<file path="config.mk">
export PLATFORM = sky130hd
export DESIGN_NAME = pc_fetch_unit
export DESIGN_NICKNAME = d
export VERILOG_FILES = /design/src/rtl/pc_fetch_unit.sv
export SDC_FILE = /design/constraint.sdc
export NUM_CORES = 1
export LEC_CHECK = 0
export CAP_MARGIN = 10
export CORE_MARGIN = 2
export CORE_UTILIZATION = 39
export CTS_CLUSTER_DIAMETER = 150
export CTS_CLUSTER_SIZE = 8
export DETAILED_ROUTE_END_ITERATION = 10
export PLACE_DENSITY = 0.77
export SETUP_SLACK_MARGIN = 0.1
export SYNTH_ARGS = -nofsm -noshare
export SYNTH_HDL_FRONTEND = slang
export SYNTH_SLANG_ARGS = --single-unit
</file>
<file path="constraint.sdc">
create_clock -name clk -period 1.9 [get_ports clk]
set_clock_uncertainty 0.1 [all_clocks]
set_input_delay 0.38 -clock clk [delete_from_list [all_inputs] [get_ports clk]]
set_output_delay 0.38 -clock clk [all_outputs]
set_load 0.01 [all_outputs]
</file>
<file path="src/rtl/pc_fetch_unit.sv">
// IF-stage program counter with branch/jump redirect, wrong-path flush FSM and redirect counter.
// Optional macro PC_ALIGN_CHECK_EN: force redirect targets word-aligned and pulse misalignTrap.
module pc_fetch_unit #(
    parameter logic [31:0] RESET_PC     = 32'h0000_0000,
    parameter int unsigned FLUSH_CYCLES = 2
) (
    input  logic        clk,
    input  logic        rst,
    input  logic        stall,
    input  logic        branchTaken,
    input  logic [31:0] addPCResult,
    input  logic        jump,
    input  logic [31:0] jumpTarget,
    output logic [31:0] pc,
    output logic [31:0] incrPC,
    output logic        fetchValid,
    output logic        flushActive,
    output logic [7:0]  redirectCount,
    output logic        misalignTrap
);

    typedef enum logic {RUN, FLUSH} state_t;

    localparam logic [3:0] FLUSH_LOAD = 4'(FLUSH_CYCLES);
    localparam bit         FLUSH_EN   = (FLUSH_CYCLES != 0);

    state_t      r_state;
    logic [31:0] r_pc;
    logic [3:0]  r_flush_cnt;
    logic [7:0]  r_redirect_cnt;
    logic        r_rst_q;
    logic        w_redirect;
    logic [31:0] w_target;
    logic [31:0] w_target_pc;

    // The cycle right after reset release only clears r_rst_q, so the first valid fetch is at RESET_PC.
    assign w_redirect = (branchTaken | jump) & ~r_rst_q;
    assign w_target   = branchTaken ? addPCResult : jumpTarget;

`ifdef PC_ALIGN_CHECK_EN
    logic r_trap;

    assign w_target_pc  = {w_target[31:2], 2'b00};
    assign misalignTrap = r_trap;

    always_ff @(posedge clk or posedge rst) begin
        if (rst) begin
            r_trap <= 1'b0;
        end else begin
            r_trap <= w_redirect & (w_target[1:0] != 2'b00);
        end
    end
`else
    assign w_target_pc  = w_target;
    assign misalignTrap = 1'b0;
`endif

    always_ff @(posedge clk or posedge rst) begin
        if (rst) begin
            r_pc           <= RESET_PC;
            r_state        <= RUN;
            r_flush_cnt    <= '0;
            r_redirect_cnt <= '0;
            r_rst_q        <= 1'b1;
        end else if (r_rst_q) begin
            r_rst_q <= 1'b0;
        end else if (w_redirect) begin
            r_pc <= w_target_pc;
            if (r_redirect_cnt != 8'hFF) begin
                r_redirect_cnt <= r_redirect_cnt + 8'd1;
            end
            if (FLUSH_EN) begin
                r_state     <= FLUSH;
                r_flush_cnt <= FLUSH_LOAD;
            end
        end else if (!stall) begin
            r_pc <= incrPC;
            if (r_state == FLUSH) begin
                r_flush_cnt <= r_flush_cnt - 4'd1;
                if (r_flush_cnt == 4'd1) begin
                    r_state <= RUN;
                end
            end
        end
    end

    assign pc            = r_pc;
    assign incrPC        = r_pc + 32'd4;
    assign flushActive   = (r_state == FLUSH);
    assign fetchValid    = ~r_rst_q & ~stall & ~flushActive;
    assign redirectCount = r_redirect_cnt;

endmodule
</file>
Yosys cells after proc, flatten, opt, wreduce, memory -nomap -nowiden:

Index checks and enable logic that the tools add are counted.

* bits of input ports: 69
* ROM bits: 0
* memories: 0
* output and inout bits: 75
* flip-flop bits (word level): 46
* bits in writable memories: 0
* bits in latches: 0
* logic and storage cells: 32

* add/subtract/negate cells: 3
* muxes and demuxes: 10
* magnitude comparators: 0
* bitwise gates (word level): 7
* multiply operators: 0
* reductions and logical operators: 4
* shift-type cells: 0
* equal/unequal tests: 3
* divide/modulo/power cells: 0

Operators with widths (count)
* 2-to-1 mux 32 bit: 3
* adder 32 x 3 -> 32 bit (second input constant): 1
* 2-to-1 mux 4 bit: 3
* adder 8 x 1 -> 8 bit (second input constant): 1
* != test 8 bit (second input constant): 1
* AND reduction 3 bit: 2
* == test 4 x 1 -> 1 bit (second input constant): 1
* 2-to-1 mux 1 bit: 4
* subtractor 4 x 1 -> 4 bit (second input constant): 1
* AND 1 bit: 3
* inverter 1 bit: 3
* != test 2 x 1 -> 1 bit (second input constant): 1
* AND reduction 2 bit: 1
* nonzero test 2 bit: 1
* bitwise OR 1 bit: 1

Longest topological paths before layout:

* depth in word-level cells: 5
* depth in mapped cells: 7
* depth with buffers taken out: 5

Worst setup path before layout:

No wires, ideal clock.

* path kind: register to output
* start: reg r_pc[4] (netlist: pc[4])
* end: out incrPC[23]
* data arrival time: 1.699 ns
* data required time: 1.420 ns
* slack: -0.279 ns
* buffers on the path: 3
* stages on the path, launching flop included: 8
* cells stage by stage: dfrtp_1 -> buf_2 -> and4_1 -> buf_2 -> nand4_1 -> clkbuf_1 -> nor3_1 -> xor2_1

* word-level cells in the longest chain between the ends: 1

Ends and longest elaborated chain
* from (decl): line 28 `logic [31:0] r_pc;`
* from (signal assigned): line 68 `r_pc <= w_target_pc;`
* from (signal assigned): line 77 `r_pc <= incrPC;`
* adder 32 x 3 -> 32 bit: line 88 `assign incrPC = r_pc + 32'd4;`
* to (decl): line 15 `output logic [31:0] incrPC,`

Every way passes these cells.

Worst setup path in the final report:

* start: reg r_pc[5] (netlist: pc[5])
* end: out incrPC[13]

The elaborated chain is that of the path after synthesis.

==> qor.txt <==
DR iter-0 viols: 330
Largest net degree at the start of global routing: 32
Reg clk slew, reported paths: 0.10 ns
FF+latch area: 1160 um2
Clock buffer depth: 2
Number of remaining DRC errors: 0
NetSw: 1.96 mW
GPL Wtd Cong: 1.00
Worst Path Arrival: 2.04 ns
Slew @ Worst Pin: 0.498 ns
Most common cell in the netlist: dfrtp_1
Mapped Cells: 399
CP Max Fanout: 3
HPWL after DPL: 9140 um
CP Capture Type: output pin
Max-cap check violation count: 0
Pins over their slew limit: 0
Pleak: 2.92 nW
Final worst-path cycle share: 133%
Synth Register Bits: 46
Drt pass-1 iters: 5
Post-synthesis cell area: 3440 um2
Synth Warn #: 0
Syn_area_per_cell: 8.63 um2
Antenna violations before repair: 0
H-tree levels: 2
Cell row count: 34
Switching portion of total power: 40.6%
Flop pwr share: 29.3%
Top Ports: 144
CTS sink cnt: 46
Depth of the most critical reg-to-reg path: 10
CTS tree: yes
Yosys top cell by area: dfrtp_1
Nets@finish: 740
Worst min path class: in2async
Avg WL per Cell: 23.1 um
Reg2reg setup slack: -0.40 ns
Number of synthesized flops with an enable pin: 0
Gr usage total: 29.8%
Failing checks: setup timing
RSZ-0062 raised after global routing: true
TritonCTS buffer count: 5
Routed Antenna Nets: 0
Max frequency: 0.396 GHz
Min Clock Period, post-route: 2.52 ns
Pint: 2.86 mW
Fillers: 518
Yosys top cell area share: 32.7%
Setup CP Type: reg2out
Final core occ: 78.6%
Die height: 98.0 um
Share of layout cells above drive strength 1: 44.9%
P&R area growth vs syn: 97.0%
Largest cells by area after synthesis: dfrtp_1 33%, xnor2_1 7.1%, a211oi_1 5.4%, xor2_1 4.6%, nor2b_1 4.4%
Setup Viol. Count Final: 49
First-pass GRT wire length: 23,000 um
Total die area: 9600 um2
CP Launch Type: register
CP required: 1.42 ns
Most frequent cells after synthesis: 45 x dfrtp_1, 29 x nand3_1, 28 x xnor2_1
Worst reg2reg endpoint: pc[30]
Root Buffer: clkbuf_8
Diodes inserted: 0
Die W: 98.0 um
Final WL: 17,900 um
Endpoints failing hold: 0
Total power: 4.81 mW
Clock Power Share: 14.1%
Total core area: 8640 um2
Sequential area share after synthesis: 33.5%
Peak VDD IR: 0.367 mV
Number of global-route vias before repair: 4,397
Reg2reg start: pc[2]
Starting Density: 39.9%
Area of the multi-input gates: 2720 um2
IO Port Bufs: 142
Post-synth cell types: 49
Slew Limit Headroom: 66.6%
Clock Latency Late Sink: 0.32 ns
Status: finished with violations
Post-synth ARST share: 100%
Final worst slack: -0.623 ns
Gate power share: 56.6%
Post-synth top flop: dfrtp_1
Remaining Overflow, GRT: 0
Vias post-DR: 4,728
PD cells: 709 nW/um2
Vias per cell: 6.09
worst max-delay path: stages (launching register included):
cell and delay [ns]:
dfrtp_1 0.42, buf_4 0.13, nand4_1 0.14, buf_6 0.17, buf_12 0.12, nor3_4 0.18, and3_4 0.24, xor2_2 0.17
buf_2 0.16
area by class of cell:
class / count / share of cell area [%]
multi-input combinational: 310 / 40.1
timing repair buffer: 298 / 39.1
inverter: 6 / 0.332
sequential: 46 / 17.1
tap: 108 / 1.99
clock buffer: 5 / 1.01
clock inverter: 3 / 0.369
layout by cell type (no fill, tap or decap), types with 6 or more instances in the layout:
cell type        netlist  final
a31oi_1               17     12
dlygate4sd2_1          0     23
o21ai_0               10      8
xnor2_2                0     14
nand4_1               14     14
buf_4                  5    112
or4_4                  1      6
nand2_1               26     21
nand3_2                2     10
nand3_4                0      7
buf_6                  4     33
a21oi_1               11     11
mux2i_1                7      7
clkdlybuf4s15_1        0      6
dfrtp_1               45     39
nor2_1                17     14
clkdlybuf4s50_1        0     78
xnor2_1               28     14
buf_2                  8     30
buf_12                 0      9
nor3_4                 0      6
a211oi_1              25     25
nand3_1               29     14
dfrtp_2                0      6
xor2_2                 0      6
nor2b_1               24     24
xor2_1                18     12
sequential cells by signal (all words and copies together), names as in the netlist:
register	cells
r_rst_q	1
pc	32
flushActive	1
r_flush_cnt	4
redirectCount	8
kinds of logic (layout without fill, tap and decap cells):
logic type,Yosys count,in the layout,share of synthesized area (%)
DFF,46,46,33.5
muxes,9,9,2.69
AOI/OAI and AO/OA,80,80,15.5
adders and majority gates,4,4,1.45
xor gates and xnor gates,46,46,11.7
and+or+nand+nor,169,169,27.8
other,1,2,0.109
buffers and inverters,44,312,7.30
metrics by stage:
step	setup TNS, ns	cells	setup slack [ns]	area (um2)	hold WS (ns)
2_1_floorplan	-1.20	400	-0.113	3710	0.400
3_3_place_gp	-16.07	707	-0.486	5770	0.380
3_5_place_dp	-17.96	707	-0.539	5770	0.408
4_1_cts	-12.41	755	-0.482	6310	0.259
5_1_grt	-20.41	776	-0.663	6790	0.309
6_report	-17.92	776	-0.623	6790	0.271
power groups by stage:
stage / Combinational, mW / Clock, mW / Sequential, mW
2_1_floorplan: 0.878 / 0 / 1.50
4_1_cts: 2.23 / 0.652 / 1.39
5_1_grt: 2.84 / 0.704 / 1.42
3_5_place_dp: 2.12 / 0 / 1.42
6_report: 2.72 / 0.678 / 1.41
3_3_place_gp: 2.07 / 0 / 1.41
how the worst max path moves through the flow:
stage / startpoint / endpoint / slack [ns] / depth (start not counted)
CTS: pc[5] / incrPC[31] / -0.48 / 7
floorplan: pc[13] / incrPC[23] / -0.11 / 7
finish: pc[5] / incrPC[13] / -0.62 / 8
global placement: pc[2] / incrPC[16] / -0.49 / 7
detailed placement: pc[2] / incrPC[16] / -0.54 / 7
global route: pc[11] / incrPC[31] / -0.66 / 6
metal layers:
metal	GRT usage (%)	vias to the layer above	share of wire [%]
li1	-	1990	-
met1	33.9	2221	34
met2	54.1	379	49
met3	6.01	138	9.4
met4	12.4	0	7.9
met5	0	-	0
repair_timing:
item / CTS / global route
hold endpoints to repair: 0 / 0
hold buffers: 0 / 0
setup endpoints to repair: 86 / 65
pin swaps: 70 / 49
gates resized for setup: 212 / 83
cloned: 2 / 0
buffers inserted: 42 / 30
Power figures use the tool's default switching activity.
